<file path="src/rtl/mem_port_arbiter_if.sv">
// Request/ack bundle for the fetch and data ports plus the shared memory strobe bus.
// The arbiter takes the slave view; pipeline stages and memory together form the master view.
interface mem_port_arbiter_if #(
    parameter int ADDR_W = 32,
    parameter int DATA_W = 32
);
    logic              if_req;
    logic [ADDR_W-1:0] if_addr;
    logic [DATA_W-1:0] if_rdata;
    logic              if_ack;

    logic              dm_req;
    logic              dm_we;
    logic [ADDR_W-1:0] dm_addr;
    logic [DATA_W-1:0] dm_wdata;
    logic [DATA_W-1:0] dm_rdata;
    logic              dm_ack;

    logic              mem_en;
    logic              mem_we;
    logic [ADDR_W-1:0] mem_addr;
    logic [DATA_W-1:0] mem_wdata;
    logic [DATA_W-1:0] mem_rdata;

    modport master (
        output if_req, if_addr, dm_req, dm_we, dm_addr, dm_wdata, mem_rdata,
        input  if_rdata, if_ack, dm_rdata, dm_ack, mem_en, mem_we, mem_addr, mem_wdata
    );

    modport slave (
        input  if_req, if_addr, dm_req, dm_we, dm_addr, dm_wdata, mem_rdata,
        output if_rdata, if_ack, dm_rdata, dm_ack, mem_en, mem_we, mem_addr, mem_wdata
    );
endinterface

</file>
<file path="src/rtl/mem_port_arbiter.sv">
// Serializes fetch and data-port accesses onto the single-ported memory, with a
// fixed read latency and a bounded number of data grants while a fetch waits.
//
// state | meaning
// IDLE  | sample requests, grant one, latch its address/we/wdata
// ISSUE | mem_en strobe for the latched access, load latency counter
// WAIT  | count down to the cycle mem_rdata is valid, capture on reads
// ACK   | one-cycle ack to the owner, requests ignored
module mem_port_arbiter #(
    parameter int ADDR_W     = 32,
    parameter int DATA_W     = 32,
    parameter int MEM_LAT    = 2,
    parameter int STARVE_MAX = 4
) (
    input  logic              clk,
    input  logic              rst,
    mem_port_arbiter_if.slave bus
);
    localparam int CNT_W = $clog2(MEM_LAT + 1);
    localparam int STV_W = $clog2(STARVE_MAX + 1);
    localparam logic [CNT_W-1:0] CNT_LOAD = CNT_W'(MEM_LAT - 1);
    localparam logic [STV_W-1:0] STV_TOP  = STV_W'(STARVE_MAX);

    typedef enum logic [1:0] {IDLE, ISSUE, WAIT, ACK} state_t;

    state_t            state, next_state;
    logic [CNT_W-1:0]  wait_cnt;
    logic [STV_W-1:0]  starve_cnt;
    logic              own_if, own_we;
    logic [ADDR_W-1:0] addr_q;
    logic [DATA_W-1:0] wdata_q;
    logic              mem_en_q, mem_we_q, if_ack_q, dm_ack_q;
    logic [DATA_W-1:0] if_rdata_q, dm_rdata_q;

    logic grant_if, sample, capture;
    logic mem_en_d, mem_we_d, if_ack_d, dm_ack_d;

    // A waiting fetch overrides data priority only once the data port has used its quota.
    assign grant_if = bus.if_req && (!bus.dm_req || starve_cnt == STV_TOP);
    assign sample   = (state == IDLE) && (bus.if_req || bus.dm_req);
    assign capture  = (state == WAIT) && (wait_cnt == '0);

    always_ff @(posedge clk or posedge rst) begin
        if (rst) begin
            state      <= IDLE;
            wait_cnt   <= '0;
            starve_cnt <= '0;
            own_if     <= 1'b0;
            own_we     <= 1'b0;
            addr_q     <= '0;
            wdata_q    <= '0;
            mem_en_q   <= 1'b0;
            mem_we_q   <= 1'b0;
            if_ack_q   <= 1'b0;
            dm_ack_q   <= 1'b0;
            if_rdata_q <= '0;
            dm_rdata_q <= '0;
        end else begin
            state    <= next_state;
            mem_en_q <= mem_en_d;
            mem_we_q <= mem_we_d;
            if_ack_q <= if_ack_d;
            dm_ack_q <= dm_ack_d;
            if (sample) begin
                own_if  <= grant_if;
                own_we  <= !grant_if && bus.dm_we;
                addr_q  <= grant_if ? bus.if_addr : bus.dm_addr;
                wdata_q <= grant_if ? '0 : bus.dm_wdata;
                if (grant_if)
                    starve_cnt <= '0;
                else if (bus.if_req && starve_cnt != STV_TOP)
                    starve_cnt <= starve_cnt + STV_W'(1);
            end
            if (state == ISSUE)
                wait_cnt <= CNT_LOAD;
            else if (state == WAIT && wait_cnt != '0)
                wait_cnt <= wait_cnt - CNT_W'(1);
            if (capture && !own_we) begin
                if (own_if)
                    if_rdata_q <= bus.mem_rdata;
                else
                    dm_rdata_q <= bus.mem_rdata;
            end
        end
    end

    always_comb begin
        next_state = state;
        case (state)
            IDLE:    if (bus.if_req || bus.dm_req) next_state = ISSUE;
            ISSUE:   next_state = WAIT;
            WAIT:    if (wait_cnt == '0) next_state = ACK;
            ACK:     next_state = IDLE;
            default: next_state = IDLE;
        endcase
    end

    // Outputs are registered, so decode them from the state being entered.
    always_comb begin
        mem_en_d = (next_state == ISSUE);
        mem_we_d = mem_en_d && !grant_if && bus.dm_we;
        if_ack_d = (next_state == ACK) && own_if;
        dm_ack_d = (next_state == ACK) && !own_if;
    end

    assign bus.mem_en    = mem_en_q;
    assign bus.mem_we    = mem_we_q;
    assign bus.mem_addr  = addr_q;
    assign bus.mem_wdata = wdata_q;
    assign bus.if_ack    = if_ack_q;
    assign bus.dm_ack    = dm_ack_q;
    assign bus.if_rdata  = if_rdata_q;
    assign bus.dm_rdata  = dm_rdata_q;
endmodule

</file>
<file path="src/flat_wrapper.sv">
// flat-port wrapper written by rule: the top's interface ports become plain ports
module mem_port_arbiter_flat 
#(
    parameter int ADDR_W     = 32,
    parameter int DATA_W     = 32,
    parameter int MEM_LAT    = 2,
    parameter int STARVE_MAX = 4
)
  (clk, rst, bus_if_req, bus_if_addr, bus_dm_req, bus_dm_we, bus_dm_addr, bus_dm_wdata, bus_mem_rdata, bus_if_rdata, bus_if_ack, bus_dm_rdata, bus_dm_ack, bus_mem_en, bus_mem_we, bus_mem_addr, bus_mem_wdata);
  mem_port_arbiter_if #(.ADDR_W(ADDR_W), .DATA_W(DATA_W)) bus_i ();
  input  logic clk;
  input  logic rst;
  input wire logic [$bits(bus_i.if_req)-1:0] bus_if_req;
  input wire logic [$bits(bus_i.if_addr)-1:0] bus_if_addr;
  input wire logic [$bits(bus_i.dm_req)-1:0] bus_dm_req;
  input wire logic [$bits(bus_i.dm_we)-1:0] bus_dm_we;
  input wire logic [$bits(bus_i.dm_addr)-1:0] bus_dm_addr;
  input wire logic [$bits(bus_i.dm_wdata)-1:0] bus_dm_wdata;
  input wire logic [$bits(bus_i.mem_rdata)-1:0] bus_mem_rdata;
  output wire logic [$bits(bus_i.if_rdata)-1:0] bus_if_rdata;
  output wire logic [$bits(bus_i.if_ack)-1:0] bus_if_ack;
  output wire logic [$bits(bus_i.dm_rdata)-1:0] bus_dm_rdata;
  output wire logic [$bits(bus_i.dm_ack)-1:0] bus_dm_ack;
  output wire logic [$bits(bus_i.mem_en)-1:0] bus_mem_en;
  output wire logic [$bits(bus_i.mem_we)-1:0] bus_mem_we;
  output wire logic [$bits(bus_i.mem_addr)-1:0] bus_mem_addr;
  output wire logic [$bits(bus_i.mem_wdata)-1:0] bus_mem_wdata;
  assign bus_i.if_req = bus_if_req;
  assign bus_i.if_addr = bus_if_addr;
  assign bus_i.dm_req = bus_dm_req;
  assign bus_i.dm_we = bus_dm_we;
  assign bus_i.dm_addr = bus_dm_addr;
  assign bus_i.dm_wdata = bus_dm_wdata;
  assign bus_i.mem_rdata = bus_mem_rdata;
  assign bus_if_rdata = bus_i.if_rdata;
  assign bus_if_ack = bus_i.if_ack;
  assign bus_dm_rdata = bus_i.dm_rdata;
  assign bus_dm_ack = bus_i.dm_ack;
  assign bus_mem_en = bus_i.mem_en;
  assign bus_mem_we = bus_i.mem_we;
  assign bus_mem_addr = bus_i.mem_addr;
  assign bus_mem_wdata = bus_i.mem_wdata;
  mem_port_arbiter #(.ADDR_W(ADDR_W), .DATA_W(DATA_W), .MEM_LAT(MEM_LAT), .STARVE_MAX(STARVE_MAX)) u_core (.clk(clk), .rst(rst), .bus(bus_i));
endmodule
</file>
<file path="config.mk">
export PLATFORM = sky130hd
export DESIGN_NAME = mem_port_arbiter_flat
export DESIGN_NICKNAME = d
export VERILOG_FILES = /design/src/rtl/mem_port_arbiter_if.sv /design/src/rtl/mem_port_arbiter.sv /design/src/flat_wrapper.sv
export SDC_FILE = /design/constraint.sdc
export NUM_CORES = 1
export LEC_CHECK = 0
export BUFFER_PORTS_ARGS = -buffer_cell sky130_fd_sc_hd__buf_2
export CORE_ASPECT_RATIO = 0.9
export CORE_MARGIN = 1.5
export CORE_UTILIZATION = 51
export CTS_CLUSTER_SIZE = 25
export DETAILED_ROUTE_END_ITERATION = 10
export PLACE_DENSITY = 0.94
export SLEW_MARGIN = 5
export SYNTH_ARGS = -nofsm -noshare
export SYNTH_HDL_FRONTEND = slang
export SYNTH_SLANG_ARGS = --single-unit
</file>
<file path="constraint.sdc">
create_clock -name clk -period 10.6 [get_ports clk]
set_clock_uncertainty 0.05 [all_clocks]
set_input_delay 2.12 -clock clk [delete_from_list [all_inputs] [get_ports clk]]
set_output_delay 2.12 -clock clk [all_outputs]
set_load 0.03 [all_outputs]
</file>
Word level (Yosys, flattened, before mapping)
Cells that the tools add are included.
- register bits after elaboration: 141
- input bits: 133
- output and inout bits: 132
- word-level logic and storage cells: 57
- add/subtract/negate cells: 2
- eq/ne operators: 7
- mux-type cells: 9
- bitwise gates (word level): 1
- reduce and logical (&&, ||, !) cells: 25
- operator list (cell ; count):
    $mux W32 ; 2
    $logic_and A1 B1 Y1 ; 11
    $mux W2 ; 4
    $pmux W2 S4 ; 1
    $eq A2 B2 Y1 const B ; 3
    $mux W3 ; 2
    $reduce_and A2 Y1 ; 3
    $reduce_bool A2 Y1 ; 3
    $eq A2 B1 Y1 const B ; 2
    $logic_not A1 Y1 ; 4
    $logic_not A2 Y1 ; 2
    $add A3 B1 Y3 const B ; 1
    $eq A3 B3 Y1 const B ; 1
    $ne A3 B3 Y1 const B ; 1
    $logic_or A1 B1 Y1 ; 2
    $sub A2 B1 Y2 const B ; 1
    $not A1 Y1 ; 1

Longest topological paths before layout
Gate-level depths: netlist of run 1.
- depth in word-level cells: 6
- gate-level depth with buffers: 8
- mapped depth without buffers: 5

Least setup slack after synthesis of run 1
No wires, ideal clock.
- path kind: in2reg
- start point: input bus_if_req
- end point: register u_core.addr_q[10], in the netlist u_core.bus.mem_addr[10]
- library setup time: 0.087 ns
- arrival: 3.025 ns
- data required time: 10.463 ns
- setup slack: 7.439 ns
- stages: 6
- buffers on the path: 3
- path through: buf_4 o21a_1 buf_2 clkbuf_1 nand2_1 o211ai_1
- word-level cells in the longest chain between the ends: 2
- elaborated cells on any way between the ends: 4
- classes of those cells: mux: 1; reduce/logical: 3
- ends and longest elaborated chain (element ; line ; source):
    from (decl) ; flat_wrapper.sv:13 ; input wire logic [$bits(bus_i.if_req)-1:0] bus_if_req;
    $logic_and A1 B1 Y1 / $logic_or A1 B1 Y1 (equally long branches) ; mem_port_arbiter.sv:39, mem_port_arbiter.sv:40 ;
    $mux W32 / $logic_and A1 B1 Y1 (equally long branches) ; mem_port_arbiter.sv:67, mem_port_arbiter.sv:40 ;
    to (signal assigned) ; mem_port_arbiter.sv:67 ; addr_q <= grant_if ? bus.if_addr : bus.dm_addr;
    to (decl) ; mem_port_arbiter.sv:30 ; logic [ADDR_W-1:0] addr_q;
Several ways; a longest one is shown, not always the timed one.
A chain may end at the register's enable or synchronous reset.

Worst setup path in the final report of run 1
- start point: input bus_if_req
- end point: register u_core.addr_q[14], in the netlist u_core.bus.mem_addr[14]
Same word-level chain as after synthesis.

==> results of run 1 <==
==> synthesized netlist by cell type, types with 4 or more instances <==
cell type	number
dfrtp_1	141
nand2_1	133
mux2_2	63
nand4_1	32
o21ai_0	32
o211ai_1	30
clkbuf_1	20
buf_2	13
inv_1	9
ha_1	7
buf_6	5
nor2_1	4
==> worst max-delay path, delay by kind of cell <==
kind | cells | cell delay (ns)
and+or+nand+nor | 1 | 0.11
buffers and inverters | 2 | 1.03
AOI/OAI and AO/OA | 2 | 0.74
==> cells by family after synthesis <==
family / share of synthesized area [%]
fa+ha+maj: 1.49
flops: 60.0
mux: 12.4
xor+xnor: 0.149
buf+inv: 4.04
compound gates: 8.41
simple gates: 13.4
==> power groups by stage <==
| stage | Sequential, mW | Clock [mW] | Combinational [mW] |
|---|---|---|---|
| after floorplan | 1.41 | 0 | 0.443 |
| after global placement | 0.918 | 0 | 1.27 |
| after detailed placement | 0.934 | 0 | 1.31 |
| after CTS | 0.934 | 0.622 | 1.32 |
| after global routing | 0.966 | 0.645 | 1.41 |
| final | 0.934 | 0.612 | 1.31 |
==> final timing paths <==
check	startpoint	endpoint
max	bus_if_req	u_core.bus.mem_addr[14]
min	u_core.bus.mem_wdata[2]	u_core.bus.mem_wdata[2]
max reg2reg	u_core.state[0]	u_core.bus.mem_addr[14]
min reg2reg	u_core.bus.mem_wdata[2]	u_core.bus.mem_wdata[2]
max in group asynchronous	rst	u_core.bus.mem_addr[25]
min in group asynchronous	rst	u_core.bus.if_rdata[13]
==> per-stage QoR <==
step,power (mW),area [um2],std cells
finish,2.85,7870,936
global placement,2.19,7260,904
floorplan,1.85,5880,517
global route,3.02,7870,936
detailed placement,2.25,7260,904
CTS,2.87,7870,936
==> layout make-up <==
| type | count | area [um2] | area share (%) |
|---|---|---|---|
| inverter | 9 | 38.8 | 0.493 |
| clock buffer | 20 | 447 | 5.68 |
| timing repair buffer | 270 | 1370 | 17.4 |
| sequential | 141 | 3530 | 44.8 |
| clock inverter | 12 | 163 | 2.07 |
| tap | 156 | 195 | 2.48 |
| multi-input combinational | 328 | 2130 | 27.1 |
==> per-layer routing <==
metal  up-vias  part of all wire [%]  track usage, %
met3        35                   7.6            7.37
met5         -                     0               0
met1      2374                    38            28.8
li1       2294                     -               -
met4         0                   2.2            11.7
met2       219                    52            43.5
==> flip-flops by register name (all words and copies together), names as in the netlist, 2 cells and up <==
signal / count
u_core.bus.if_rdata: 32
u_core.wait_cnt: 2
u_core.bus.mem_addr: 32
u_core.state: 2
u_core.starve_cnt: 3
u_core.bus.mem_wdata: 32
u_core.bus.dm_rdata: 32
==> reports/qor.csv, run 1 <==
stage;metric;value;unit
die;die_y;105;um
timing;hold_ws;0.420;ns
clock_network;cts_tree;built;
clock_network;postCtsHoldBufs;0;
worst_hold_path;hold_class;reg -> reg;
clock_network;cts_resized;0;
synthesis;yosys_warnings;0;
worst_setup_path;critPathLaunchType;input pin;
place;portBuffers;264;
die;ios;265;
timing;setup_tns;0;ns
routing;num_vias;4922;
worst_setup_path;r2r_cells;7;
power;internal_power;1.59;mW
synthesis;ys_async_sr_fraction;100;%
die;row_count;37;
power;p_sw;1.26;mW
worst_setup_path;rrSetupSlack;8.13;ns
clock_network;root_buffer;clkbuf_16;
worst_setup_path;criticalPathCategory;in -> reg;
clock_network;cts.sink_count;141;
timing;tightest_slew;0.887;ns
routing;drt-pass1-iter-count;7;
cells_and_area;nNetsFinal;907;
synthesis;netlist_area;0.00588;mm2
synthesis;synth_ff_type;dfrtp_1;
die;design.die.area;0.0122;mm2
worst_setup_path;cp.required;10.87;ns
synthesis;syn_nets;657;
global_routing;grt_max_degree;73;
die;start_util;51.8;%
synthesis;synth_edf_count;0;
clock_network;htree_levels;4;
die;die_x;116;um
worst_setup_path;worstPathMaxFanout;40;
power;peakVddDrop;0.000169;V
timing;postLayoutSetupSlackWorst;6.84;ns
clock_network;clockBufferDepth;2;
routing;wl_per_cell;16.0;um
synthesis;synth-seq-cells;141;
power;power_frac_seq;32.8;%
synthesis;synth_area_leader_cell;dfrtp_1;
synthesis;avgSynthCellArea;11.4;um2
global_routing;grt_overflow;0;
place;preCtsSetupSlack;6.42;ns
timing;fin_crit;3.76;ns
timing;hold_violations;0;
routing;drtAntennaViolNets;0;
worst_setup_path;crit_chain;buf_2 > o21a_2 > buf_4 > nand2_1 > o211ai_1;
worst_setup_path;arrival;4.04;ns
worst_setup_path;cp-end-kind;flop;
synthesis;syn_inst;517;
routing;drt-initial-drc-count;273;
global_routing;antenna_found_initial;0;
cells_and_area;fillers;790;
global_routing;grt_pass1_vias;4745;
power;p_leak;3.90;nW
synthesis;yosysUniqueCellTypes;34;
routing;via_per_inst;5.26;
timing;fmax;266;MHz
run_status;status;completed;
timing;relSlewSlack;40.5;%
worst_hold_path;hold_depth;2;
cells_and_area;drive_above_1_share;47.6;%
clock_network;clk_pin_slew;0.06;ns
cells_and_area;final_common_cell;buf_2;
cells_and_area;final_cell_mix;buf_2, dfrtp_1, nand2_1, mux2_2, nand4_1;
routing;routed_wl;15.0;mm
power;cellPowerDensity;362;mW/mm2
timing;report.final.slew_viol_count;0;
timing;setup_violations;0;
synthesis;yosysTopAreaCellShare;60.0;%
worst_setup_path;slowest_stage;buf_2;
power;power_frac_comb;45.8;%
synthesis;synthTopCellsByArea;dfrtp_1, mux2_2, nand2_1;
global_routing;grt_first_pass_wirelength;23.5;mm
power;swShare;44.3;%
power;power_frac_clock;21.5;%
routing;drc;0;
clock_network;clkLatencyLatePin;0.41;ns
worst_setup_path;critical-path-max-stage-delay;0.56;ns
global_routing;grt_usage;25.3;%
run;maxCapViolations;0;
place;gp_congestion;0.787;
cells_and_area;diodes;0;
die;core;0.0113;mm2
clock_network;cts_made_buffers;17;
synthesis;yosysSeqAreaShare;60.0;%
cells_and_area;area_delta_synth_final;33.9;%
timing;rsz0062_at_grt;no;
cells_and_area;finalCoreUtilization;69.4;%
place;hpwl;10.1;mm
timing;min_period_over_period;35.5;%
clock_network;post-cts-setup-buffers;0;
(Power assumes the default switching activity.)
==> run 2, diff against run 1 <==
- CORE_UTILIZATION: 51 -> 47
- PLACE_DENSITY: 0.94 -> 0.88
- clock period: 10.6 -> 3.9 ns (I/O delays scaled with it)
==> reports/qor.csv, run 2 (synthesized netlist as in run 1, its figures left out) <==
stage;metric;value;unit
power;cellPowerDensity;982;mW/mm2
power;peakVddDrop;0.000405;V
worst_setup_path;slowest_stage;o21a_2;
place;hpwl;9.99;mm
die;core;0.0121;mm2
global_routing;grtUsageMet2;37.5;%
routing;num_vias;4854;
timing;rsz0062_at_grt;no;
die;die_x;121;um
worst_setup_path;criticalPathCategory;reg -> reg;
clock_network;cts_tree;built;
worst_setup_path;worstPathMaxFanout;36;
worst_hold_path;hp-start;u_core.bus.mem_wdata[19];
worst_hold_path;hold_class;reg -> reg;
worst_hold_path;hold_path_end;u_core.bus.mem_wdata[19];
run_status;status;completed;
timing;relSlewSlack;43.8;%
worst_setup_path;critPathLaunchType;flop;
clock_network;postCtsHoldBufs;0;
global_routing;grt_overflow;0;
place;gp_congestion;0.783;
routing;drt-initial-drc-count;352;
global_routing;grt_pass1_vias;4537;
routing;routed_wl;14.6;mm
cells_and_area;final_common_cell;buf_2;
worst_hold_path;hold_depth;2;
worst_setup_path;critical-path-max-stage-delay;0.65;ns
timing;tightest_slew;0.840;ns
die;ios;265;
worst_setup_path;cp.required;4.17;ns
clock_network;htree_levels;4;
timing;setup_violations;0;
routing;via_per_inst;5.16;
global_routing;grt_max_degree;142;
global_routing;antenna_found_initial;0;
clock_network;cts_made_buffers;17;
die;design.die.area;0.0132;mm2
worst_setup_path;worst-path-buf-inv;3;
routing;drc;0;
die;start_util;48.5;%
die;row_count;38;
timing;fin_crit;2.33;ns
global_routing;gr-max-usage-layer;met2;
worst_setup_path;crit_family;compound AO/OA/AOI/OAI gates;
clock_network;clk_pin_slew;0.06;ns
timing;setup_tns;0;ns
cells_and_area;area_delta_synth_final;35.2;%
cells_and_area;finalCoreUtilization;65.6;%
cells_and_area;drive_above_1_share;47.9;%
timing;fmax;429;MHz
timing;hold_violations;0;
cells_and_area;fillers;965;
clock_network;post-cts-setup-buffers;0;
worst_setup_path;arrival;2.60;ns
global_routing;groute.layer.met3.usage;6.28;%
power;p_leak;3.94;nW
clock_network;cts.sink_count;141;
clock_network;cts_resized;0;
die;die_y;109;um
routing;drtAntennaViolNets;0;
global_routing;use_met1;27.6;%
cells_and_area;nNetsFinal;908;
cells_and_area;diodes;0;
timing;min_period_over_period;59.8;%
global_routing;grt_usage;22.2;%
worst_setup_path;r2r_cells;7;
clock_network;clkLatencyLatePin;0.41;ns
worst_setup_path;cp-end-kind;flop;
worst_setup_path;rrSetupSlack;1.57;ns
timing;report.final.slew_viol_count;0;
cells_and_area;final_cell_mix;buf_2, dfrtp_1, nand2_1, mux2_2, nand4_1;
worst_setup_path;reg2reg_to;u_core.bus.mem_addr[5];
place;portBuffers;264;
worst_setup_path;r2r-start;u_core.state[0];
global_routing;grt_first_pass_wirelength;22.9;mm
clock_network;root_buffer;clkbuf_16;
run;maxCapViolations;0;
routing;wl_per_cell;15.5;um
worst_setup_path;crit_chain;inv_1 > ha_1 > buf_4 > o21a_2 > buf_12 > nand2_1 > o211ai_1;
clock_network;clockBufferDepth;2;
routing;drt-pass1-iter-count;4;
[run 2: cell types whose count changed in the layout (fill, tap and decap cells not counted), sizes merged]
cell and delta:
bufinv +1, buf +1, inv -1, clkbuf -1, clkinvlp -2, clkinv +3
[run 2: worst max-delay path by stage]
| stage | start | endpoint | cells after the start | slack [ns] |
|---|---|---|---|---|
| after floorplan | rst | u_core.bus.dm_ack | 1 | 1.31 |
| after global placement | bus_if_req | u_core.bus.mem_addr[5] | 5 | 1.24 |
| after detailed placement | bus_if_req | u_core.bus.mem_addr[5] | 5 | 1.19 |
| after CTS | u_core.state[0] | u_core.bus.mem_addr[5] | 7 | 1.54 |
| after global routing | u_core.state[0] | u_core.bus.mem_addr[22] | 7 | 1.38 |
| final | u_core.state[0] | u_core.bus.mem_addr[5] | 7 | 1.57 |
[run 2: final cells by class]
type	count	area, um2	share of cell area, %
tap	160	200	2.52
inverter	9	37.5	0.472
timing repair buffer	271	1410	17.8
clock inverter	13	185	2.33
clock buffer	19	453	5.70
sequential	141	3530	44.4
multi-input combinational	328	2130	26.8
[run 2: power breakdown]
part | total, mW | internal (mW) | switching (mW)
combinational | 3.55 | 1.15 | 2.40
sequential | 2.54 | 2.17 | 0.368
clock | 1.72 | 1.11 | 0.613
total | 7.81 | 4.42 | 3.39
[run 2: worst reg2reg max path, cell delays in order, from the launching register on]
cell	delay, ns
dfrtp_1	0.39
inv_1	0.10
ha_1	0.15
buf_4	0.34
o21a_2	0.65
buf_12	0.28
nand2_1	0.11
o211ai_1	0.18
[run 2: metrics by stage]
step | hold WS, ns | instances | cell area, um2 | setup WS [ns] | total power, mW
finish | 0.424 | 941 | 7950 | 1.57 | 7.81
CTS | 0.430 | 941 | 7950 | 1.54 | 7.89
floorplan | 0.425 | 517 | 5880 | 1.31 | 5.03
global placement | 0.408 | 909 | 7310 | 1.24 | 6.02
detailed placement | 0.416 | 909 | 7310 | 1.19 | 6.14
global route | 0.454 | 941 | 7950 | 1.38 | 8.28
[run 2: metal layers]
layer  vias up  share of wire (%)
li1       2291                  -
met1      2321                 41
met3        17                8.0
met5         -                  0
met4         0                1.2
met2       225                 50
